File: config.mk
export PLATFORM = sky130hd
export DESIGN_NAME = smg_mem_arbiter
export DESIGN_NICKNAME = d
export VERILOG_FILES = /design/src/rtl/smg_arb_pkg.sv /design/src/rtl/smg_arb_pick.sv /design/src/rtl/smg_mem_arbiter.sv
export SDC_FILE = /design/constraint.sdc
export NUM_CORES = 1
export LEC_CHECK = 0
export BUFFER_PORTS_ARGS = -buffer_cell sky130_fd_sc_hd__buf_2
export CELL_PAD_IN_SITES_DETAIL_PLACEMENT = 0
export CELL_PAD_IN_SITES_GLOBAL_PLACEMENT = 1
export CORE_ASPECT_RATIO = 0.5
export CORE_UTILIZATION = 30
export CTS_BUF_LIST = sky130_fd_sc_hd__clkbuf_4 sky130_fd_sc_hd__clkbuf_8
export CTS_CLUSTER_SIZE = 25
export DETAILED_ROUTE_END_ITERATION = 8
export MAX_ROUTING_LAYER = met4
export PLACE_DENSITY_LB_ADDON = 0.1
export SLEW_MARGIN = 20
export SYNTH_ARGS = -nofsm -noshare
export SYNTH_HDL_FRONTEND = slang
export SYNTH_SLANG_ARGS = --single-unit
File: constraint.sdc
create_clock -name clk -period 2 [get_ports clk]
set_input_delay 0.6 -clock clk [delete_from_list [all_inputs] [get_ports clk]]
set_output_delay 0.6 -clock clk [all_outputs]
set_load 0.02 [all_outputs]
File: src/rtl/smg_arb_pkg.sv
// -----------------------------------------------------------------------------
// smg_arb_pkg
// Shared types and constants for the SMG memory arbiter: FSM state encoding,
// requester port indices, default bus widths and the lock-owner record.
// -----------------------------------------------------------------------------
package smg_arb_pkg;

    // Default bus widths for the 64Kx8 SMG memory.
    localparam int SMG_ADDR_W = 16;
    localparam int SMG_DATA_W = 8;

    // Requester port indices.
    localparam int P_CPU  = 0;   // CPU datapath
    localparam int P_LOAD = 1;   // loader / debug port

    // Arbiter FSM: one access takes IDLE -> ISSUE -> DONE.
    typedef enum logic [1:0] {
        IDLE  = 2'd0,
        ISSUE = 2'd1,
        DONE  = 2'd2
    } arb_state_e;

    // Which port (if any) currently holds the lock.
    typedef struct packed {
        logic vld;   // a port holds the lock
        logic own;   // index of the owning port
    } lock_owner_t;

    // One-hot grant vector for a port index.
    function automatic logic [1:0] port_onehot(input logic idx);
        return idx ? 2'b10 : 2'b01;
    endfunction

endpackage : smg_arb_pkg

File: src/rtl/smg_arb_pick.sv
// -----------------------------------------------------------------------------
// smg_arb_pick
// Combinational winner selection for the two-port SMG memory arbiter.
// A lock owner that requests again keeps the memory while its consecutive
// locked-grant count is below MAX_LOCK; otherwise a sole requester wins, and
// on a tie the port that did not win last time gets the memory.
// -----------------------------------------------------------------------------
module smg_arb_pick
    import smg_arb_pkg::*;
#(
    parameter int MAX_LOCK = 4,
    parameter int CNT_W    = 3
) (
    input  logic [1:0]       req_i,       // per-port request
    input  logic             ptr_i,       // index of the last winner
    input  lock_owner_t      lock_i,      // current lock owner
    input  logic [CNT_W-1:0] lock_cnt_i,  // consecutive locked grants so far
    output logic [1:0]       gnt_o,       // one-hot winner (0 when no request)
    output logic             lock_hit_o   // winner chosen by the lock rule
);

    logic lock_ok;

    // The lock applies only while its owner still requests and has budget left.
    always_comb begin
        lock_ok = lock_i.vld && req_i[lock_i.own] && (lock_cnt_i < CNT_W'(MAX_LOCK));
    end

    // Pick the winner: lock first, then single requester, then round-robin.
    always_comb begin
        // NOTE: every output gets a default before the branches so no latch is inferred.
        gnt_o      = 2'b00;
        lock_hit_o = 1'b0;
        if (lock_ok) begin
            gnt_o      = port_onehot(lock_i.own);
            lock_hit_o = 1'b1;
        end else begin
            case (req_i)
                2'b01:   gnt_o = 2'b01;
                2'b10:   gnt_o = 2'b10;
                2'b11:   gnt_o = port_onehot(~ptr_i);
                default: gnt_o = 2'b00;
            endcase
        end
    end

endmodule : smg_arb_pick

File: src/rtl/smg_mem_arbiter.sv
// -----------------------------------------------------------------------------
// smg_mem_arbiter
// Shares the SMG single-port 64Kx8 memory between the CPU datapath (port 0)
// and the loader/debug port (port 1). Each access runs IDLE -> ISSUE -> DONE:
// the winner's command is registered in IDLE, driven to the memory in ISSUE,
// and acknowledged in DONE together with the 1-cycle synchronous read data.
// Round-robin arbitration with a bounded lock lets the CPU keep the memory
// for multi-byte fetches without starving the loader.
//
// Optional feature: define SMG_ARB_STATS_EN to build saturating grant and
// contention counters; without it the stat_* outputs are tied to zero.
// -----------------------------------------------------------------------------
module smg_mem_arbiter
    import smg_arb_pkg::*;
#(
    parameter int ADDR_W   = SMG_ADDR_W,
    parameter int DATA_W   = SMG_DATA_W,
    parameter int MAX_LOCK = 4,
    parameter int STAT_W   = 16
) (
    input  logic              clk,
    input  logic              reset,
    // requester side
    input  logic [1:0]        req_i,
    input  logic [1:0]        lock_i,
    input  logic [1:0]        we_i,
    input  logic [ADDR_W-1:0] addr0_i,
    input  logic [DATA_W-1:0] wdata0_i,
    input  logic [ADDR_W-1:0] addr1_i,
    input  logic [DATA_W-1:0] wdata1_i,
    output logic [1:0]        ack_o,
    output logic [DATA_W-1:0] rdata_o,
    output logic [1:0]        gnt_o,
    output logic              busy_o,
    // memory side
    output logic              mem_we_o,
    output logic [ADDR_W-1:0] mem_addr_o,
    output logic [DATA_W-1:0] mem_wdata_o,
    input  logic [DATA_W-1:0] mem_rdata_i,
    // statistics
    output logic [STAT_W-1:0] stat_gnt0_o,
    output logic [STAT_W-1:0] stat_gnt1_o,
    output logic [STAT_W-1:0] stat_conf_o
);

    // Lock counter must hold values 0..MAX_LOCK.
    localparam int CNT_W = (MAX_LOCK < 1) ? 1 : $clog2(MAX_LOCK + 1);

    // ---------------------------------------------------------------------
    // State
    // ---------------------------------------------------------------------
    arb_state_e        state_q,    state_d;
    logic              ptr_q,      ptr_d;       // index of the last winner
    lock_owner_t       lock_q,     lock_d;
    logic [CNT_W-1:0]  lock_cnt_q, lock_cnt_d;
    logic [1:0]        gnt_q,      gnt_d;
    logic [1:0]        ack_q,      ack_d;
    logic              mem_we_q,   mem_we_d;
    logic [ADDR_W-1:0] addr_q,     addr_d;
    logic [DATA_W-1:0] wdata_q,    wdata_d;

    // Winner selection
    logic [1:0]        pick_gnt;
    logic              pick_lock_hit;
    logic              win;

    smg_arb_pick #(
        .MAX_LOCK (MAX_LOCK),
        .CNT_W    (CNT_W)
    ) u_pick (
        .req_i      (req_i),
        .ptr_i      (ptr_q),
        .lock_i     (lock_q),
        .lock_cnt_i (lock_cnt_q),
        .gnt_o      (pick_gnt),
        .lock_hit_o (pick_lock_hit)
    );

    assign win = pick_gnt[P_LOAD];

    // ---------------------------------------------------------------------
    // Next-state logic for the access FSM, command registers and lock
    // ---------------------------------------------------------------------
    always_comb begin
        state_d    = state_q;
        ptr_d      = ptr_q;
        lock_d     = lock_q;
        lock_cnt_d = lock_cnt_q;
        gnt_d      = gnt_q;
        ack_d      = 2'b00;
        mem_we_d   = 1'b0;
        addr_d     = addr_q;
        wdata_d    = wdata_q;

        case (state_q)
            IDLE: begin
                // An owner that stops requesting gives the lock up.
                if (lock_q.vld && !req_i[lock_q.own]) begin
                    lock_d     = '0;
                    lock_cnt_d = '0;
                end
                if (req_i != 2'b00) begin
                    gnt_d    = pick_gnt;
                    mem_we_d = we_i[win];
                    addr_d   = win ? addr1_i  : addr0_i;
                    wdata_d  = win ? wdata1_i : wdata0_i;
                    // The lock follows the winner's hint at grant time; the
                    // count only grows on grants that the lock itself won.
                    if (lock_i[win]) begin
                        lock_d.vld = 1'b1;
                        lock_d.own = win;
                        lock_cnt_d = pick_lock_hit ? (lock_cnt_q + CNT_W'(1)) : '0;
                    end else begin
                        lock_d     = '0;
                        lock_cnt_d = '0;
                    end
                    state_d = ISSUE;
                end
            end
            ISSUE: begin
                // Memory samples the command now; ack lands with its read data.
                ack_d   = gnt_q;
                state_d = DONE;
            end
            DONE: begin
                ptr_d   = gnt_q[P_LOAD];
                gnt_d   = 2'b00;
                state_d = IDLE;
            end
            default: begin
                state_d = IDLE;
            end
        endcase
    end

    // Register FSM state, command and outputs; reset abandons any access.
    always_ff @(posedge clk) begin
        // NOTE: sequential state uses non-blocking assignments only.
        if (reset) begin
            state_q    <= IDLE;
            ptr_q      <= 1'(P_LOAD);
            lock_q     <= '0;
            lock_cnt_q <= '0;
            gnt_q      <= 2'b00;
            ack_q      <= 2'b00;
            mem_we_q   <= 1'b0;
            addr_q     <= '0;
            wdata_q    <= '0;
        end else begin
            state_q    <= state_d;
            ptr_q      <= ptr_d;
            lock_q     <= lock_d;
            lock_cnt_q <= lock_cnt_d;
            gnt_q      <= gnt_d;
            ack_q      <= ack_d;
            mem_we_q   <= mem_we_d;
            addr_q     <= addr_d;
            wdata_q    <= wdata_d;
        end
    end

    assign ack_o       = ack_q;
    assign gnt_o       = gnt_q;
    assign busy_o      = (state_q != IDLE);
    assign mem_we_o    = mem_we_q;
    assign mem_addr_o  = addr_q;
    assign mem_wdata_o = wdata_q;
    // Read data is only meaningful alongside an ack; keep it quiet otherwise.
    assign rdata_o     = (ack_q != 2'b00) ? mem_rdata_i : '0;

    // ---------------------------------------------------------------------
    // Statistics
    // ---------------------------------------------------------------------
`ifdef SMG_ARB_STATS_EN
    logic [STAT_W-1:0] stat_gnt0_q, stat_gnt0_d;
    logic [STAT_W-1:0] stat_gnt1_q, stat_gnt1_d;
    logic [STAT_W-1:0] stat_conf_q, stat_conf_d;

    // Saturating counters: completed grants per port and contested IDLE cycles.
    always_comb begin
        stat_gnt0_d = stat_gnt0_q;
        stat_gnt1_d = stat_gnt1_q;
        stat_conf_d = stat_conf_q;
        if (state_q == DONE && gnt_q[P_CPU] && stat_gnt0_q != '1) begin
            stat_gnt0_d = stat_gnt0_q + STAT_W'(1);
        end
        if (state_q == DONE && gnt_q[P_LOAD] && stat_gnt1_q != '1) begin
            stat_gnt1_d = stat_gnt1_q + STAT_W'(1);
        end
        if (state_q == IDLE && req_i == 2'b11 && stat_conf_q != '1) begin
            stat_conf_d = stat_conf_q + STAT_W'(1);
        end
    end

    // Register the statistics counters.
    always_ff @(posedge clk) begin
        if (reset) begin
            stat_gnt0_q <= '0;
            stat_gnt1_q <= '0;
            stat_conf_q <= '0;
        end else begin
            stat_gnt0_q <= stat_gnt0_d;
            stat_gnt1_q <= stat_gnt1_d;
            stat_conf_q <= stat_conf_d;
        end
    end

    assign stat_gnt0_o = stat_gnt0_q;
    assign stat_gnt1_o = stat_gnt1_q;
    assign stat_conf_o = stat_conf_q;
`else
    assign stat_gnt0_o = '0;
    assign stat_gnt1_o = '0;
    assign stat_conf_o = '0;
`endif

endmodule : smg_mem_arbiter

# Word level (Yosys, flattened, before mapping)
# Index checks and enable logic that the tools add are counted.
op_classes:
  muxes: 25
  n_reduce_logical: 15
  n_eq_ne: 6
  magnitude_cmp: 3
  addsub: 1
  bitwise_logic: 3
ops:
  columns: ["op", "count"]
  rows:
  - ["$mux W16", 1]
  - ["$mux W2", 8]
  - ["$mux W8", 2]
  - ["$mux W3", 4]
  - ["$reduce_bool A2 Y1", 5]
  - ["$pmux W2 S2", 2]
  - ["$mux W1", 7]
  - ["$eq A2 B2 Y1 const B", 3]
  - ["$pmux W2 S3", 1]
  - ["$reduce_and A2 Y1", 3]
  - ["$eq A2 B1 Y1 const B", 2]
  - ["$lt A1 B2 Y1 const B", 2]
  - ["$add A3 B1 Y3 const B", 1]
  - ["$logic_and A1 B1 Y1", 3]
  - ["$lt A3 B3 Y1 const B", 1]
  - ["$not A1 Y1", 3]
  - ["$reduce_or A3 Y1", 1]
  - ["$logic_not A2 Y1", 1]
  - ["$ne A2 B2 Y1 const B", 1]
  - ["$reduce_or A2 Y1", 1]
  - ["$logic_not A1 Y1", 1]
word_totals:
  reg_bits: 37

# Logic depth before layout (Yosys ltp)
depth:
  ltp_word: 9
  ltp_mapped: 7
  mapped_depth_nobuf: 5

# Cells and area by module
# A second synthesis with hierarchy kept.
hier_totals:
  hier_cells: 234
  hier_area_um2: 2160.8
modules_own_cells:
  columns: ["module", "n_inst", "area_each_um2", "cells_each"]
  rows:
  - ["smg_mem_arbiter", 1, 2090.8, 225]
  - ["smg_arb_pick", 1, 70.1, 9]

# Worst setup path after synthesis
# No wires, ideal clock.
synth_path:
  path_type: "input-to-reg"
  startpoint: "input port req_i[1]"
  endpoint: "register addr_q[10] (netlist: mem_addr_o[10])"
  setup_time_ps: 100
  stages: 4
  n_path_buf: 1
  required_ps: 1900
  t_arrival_ps: 1644
  setup_slack_ps: 256
  path_cell_list: "o21ai_1 clkbuf_1 nor3_1 a2111oi_4"
synth_between:
  elab_chain_cells: 6
  elab_cells_between_ends: 12
  cone_classes: "3 x eq/ne; 5 x mux; 4 x reduce/logical"
synth_lines:
  columns: ["item", "line_no", "source"]
  rows:
  - ["from (decl)", "smg_mem_arbiter.sv:24", "input logic [1:0] req_i,"]
  - ["$mux W1 (not written as such) (2 in a row)", "smg_arb_pick.sv:26", "lock_ok = lock_i.vld && req_i[lock_i.own] && (lock_cnt_i < CNT_W'(MAX_LOCK));"]
  - ["$logic_and A1 B1 Y1 (2 in a row)", "smg_arb_pick.sv:26", null]
  - ["$mux W2", "smg_arb_pick.sv:34", "if (lock_ok) begin"]
  - ["$mux W16", "smg_mem_arbiter.sv:105", "addr_d = win ? addr1_i : addr0_i;"]
  - ["to (signal assigned)", "smg_mem_arbiter.sv:157", "addr_q <= addr_d;"]
  - ["to (decl)", "smg_mem_arbiter.sv:59", "logic [ADDR_W-1:0] addr_q, addr_d;"]
# Several ways; a longest one is shown, not always the timed one. The select of a mux whose other input is x is not followed.
# A chain may end at the register's enable or synchronous reset.

# Final worst setup path
layout_path:
  startpoint: "register ack_q[1] (netlist: ack_o[1])"
  endpoint: "output port rdata_o[0]"
layout_between:
  elab_chain_cells: 2
layout_lines:
  columns: ["item", "line_no", "source"]
  rows:
  - ["from (decl)", "smg_mem_arbiter.sv:57", "logic [1:0] ack_q, ack_d;"]
  - ["from (signal assigned)", "smg_mem_arbiter.sv:155", "ack_q <= ack_d;"]
  - ["$reduce_bool A2 Y1", "smg_mem_arbiter.sv:169", "assign rdata_o = (ack_q != 2'b00) ? mem_rdata_i : '0;"]
  - ["$mux W8", "smg_mem_arbiter.sv:169", null]
  - ["to (decl)", "smg_mem_arbiter.sv:32", "output logic [DATA_W-1:0] rdata_o,"]
# Every way passes these cells.

==> results.json <==
{
  "power.density_nw_per_um2": 731.2,
  "outcome": "completed",
  "crit_start": "ack_o[1]",
  "async_flop_share_pct": 0,
  "flow.area_growth_from_synthesis_pct": 24.58,
  "path_class": "reg -> out",
  "reg2reg_slack_ns": 0.36,
  "grt_max_degree": 23,
  "synth_seq_cells": 37,
  "synth.area.top_cells": "dfxtp_1, buf_4, a2111oi_4",
  "yosysSeqAreaShare_pct": 33.07,
  "die_area_um2": 7836,
  "clockBufferDepth": 2,
  "clock-skew-final_ns": 0.005949,
  "clk_latency_ns": 0.28,
  "instances_no_fill": 446,
  "clk_pin_slew_ns": 0.07,
  "synth_edf_count": 0,
  "syn_area_um2": 2240,
  "arrival_ns": 1.11,
  "post_cts_resized": 0,
  "drt_iter0_drc": 73,
  "syn-instance-count": 247,
  "firstDrtPassIters": 4,
  "setup_viol": 0,
  "wl_per_cell_um": 11.97,
  "antenna_cells": 0,
  "grt_util_all_layers_pct": 13.67,
  "stdcell_area_um2": 2790,
  "fmax_mhz": 583.9,
  "path_max_fanout": 8,
  "maxCapViolCount": 0,
  "antenna_found_initial": 0,
  "vias": 1952,
  "yosysUniqueCellTypes": 38,
  "reg2reg_from": "lock_cnt_q[2]",
  "globalplace.congestion": 0.7837,
  "start_util_pct": 32.29,
  "ant_nets": 0,
  "grt_pass1_wl_mm": 8.231,
  "finalSetupTns_ns": 0,
  "nets": 418,
  "worstSetupEndpointType": "output port",
  "fin_crit_ns": 1.713,
  "drive_gt1_share_pct": 40.11,
  "syn_area_per_cell_um2": 9.067,
  "fp.coreArea_um2": 6937,
  "power_uw": 2040,
  "post-place-cells": 438,
  "dpl_cell_area_um2": 2699,
  "synth.largest_area_cell": "dfxtp_1",
  "die_y_um": 63.10,
  "r2r_cells": 5,
  "io-pin-count": 150,
  "ir_drop_v": 0.0002815,
  "grt_pass1_vias": 1733,
  "post-route-drc-count": 0,
  "cts_root_buffer": "clkbuf_8",
  "hold_path.class": "reg -> reg",
  "h-tree-depth": 2,
  "yosys.area.top_type_share_pct": 33.07,
  "wl_mm": 5.339,
  "cts_buffers": 5,
  "io_buffers": 101,
  "cts_setup_buffers": 0,
  "critPathLaunchType": "register",
  "reg2reg_to": "mem_addr_o[3]",
  "fin_crit_sh_pct": 85.64,
  "cts_tree": "yes",
  "slew_viol_final": 0,
  "grt-ovfl-total": 0,
  "ys_warn_count": 0,
  "cts_hold_buffers": 0,
  "route.detailed.vias_per_inst": 4.377,
  "rows": 21,
  "critPathCapture": "rdata_o[0]",
  "crit_required_ns": 1.40,
  "cts.sinks": 37,
  "dpl.hpwl_mm": 4.169,
  "rsz0062_at_grt": "false",
  "die_x_um": 124.2,
  "finalHoldViolCount": 0,
  "p_leak_uw": 0.001383,
  "synth_ff_type": "dfxtp_1"
}
## cell type report
cell class	instances	area, um2
clock buffers	8	91.34
fillers	750	4146
inverters	20	75.07
multi-input cells	177	1167
flip-flops and latches	37	740.7
well taps	92	115.1
repair buffers	112	600.6
## cells by family (layout without fill, tap and decap cells)
group                    after synthesis  in the layout  synth area share (%)
AO/OA/AOI/OAI                         46             46                 25.03
adder cells (fa/ha/maj)                1              1                0.5586
buffers and inverters                 80            140                 22.68
flip-flops                            37             37                 33.07
multiplexers                           2              2                0.8939
other                                  1             48                0.1674
AND/OR/NAND/NOR                       80             80                 17.60
## worst min path at each step
stage | start | endpoint | slack (ns) | cells past startpoint
2_1_floorplan | lock_cnt_q[1] | lock_cnt_q[1] | 0.45 | 1
3_3_place_gp | lock_cnt_q[1] | lock_cnt_q[1] | 0.45 | 1
3_5_place_dp | lock_cnt_q[1] | lock_cnt_q[1] | 0.46 | 1
4_1_cts | lock_cnt_q[1] | lock_cnt_q[1] | 0.48 | 1
5_1_grt | lock_cnt_q[1] | lock_cnt_q[1] | 0.49 | 1
6_report | lock_cnt_q[1] | lock_cnt_q[1] | 0.47 | 1
## power by group
part	internal (uW)	switching (uW)	total (uW)	leakage [uW]
Combinational	236	415	651	0.00103
Clock	289	255	544	0.0000498
Sequential	808	37.7	846	0.000306
## sequential cells by signal, summed over array words and instances (netlist names)
name	cells
mem_we_o	1
mem_addr_o	16
lock_q	2
state_q	2
ptr_q	1
gnt_o	2
ack_o	2
lock_cnt_q	3
mem_wdata_o	8
## metal layers
metal / vias up / GRT usage [%] / share of wire [%]
met1: 891 / 17.30 / 45
li1: 956 / - / -
met3: 2 / 3.533 / 8.9
met5: - / - / 0
met2: 103 / 22.17 / 46
met4: 0 / 2.232 / 0.43
## cells in the final DEF, fill, tap and decap left out, drive strengths merged
cell type  netlist  layout
buf             54     112
conb             1      48
dfxtp           37      37
nand2           21      21
nor2            20      20
inv             20      20
nor3            18      18
a2111oi         16      16
nor2b            9       9
o21ai            9       9
a31oi            8       8
clkbuf           6       8
a32o             6       6
and2             3       3
a21oi            3       3
mux2i            2       2
and3             2       2
and2b            1       1
nand4bb          1       1
o211a            1       1
o211ai           1       1
nand2b           1       1
o21a             1       1
or3              1       1
or2b             1       1
a211oi           1       1
nor3b            1       1
nand3            1       1
ha               1       1
## Yosys cell counts, types with 3 or more instances
master / number
buf_4: 48
dfxtp_1: 37
nand2_1: 21
inv_1: 18
nor2_1: 18
nor3_1: 18
a2111oi_4: 9
nor2b_1: 9
a31oi_1: 8
o21ai_0: 8
a2111oi_2: 7
a32o_1: 6
clkbuf_1: 6
a21oi_1: 3
and2_1: 3
buf_2: 3
## worst max-delay path: stages (launching register included)
cell and delay, ns:
dfxtp_1 0.33, nor2_1 0.05, buf_4 0.15, nor2b_1 0.13, buf_2 0.18
## metrics by stage
stage | hold WS [ns] | worst slack, ns | utilization [%]
detailed placement | 0.4600 | 0.1400 | 38.91
floorplan | 0.4459 | 0.2565 | -
global route | 0.4942 | 0.1449 | 40.22
global placement | 0.4543 | 0.1853 | 38.91
finish | 0.4713 | 0.2873 | 40.22
CTS | 0.4776 | 0.2524 | 40.22
Power figures use the tool's default switching activity.
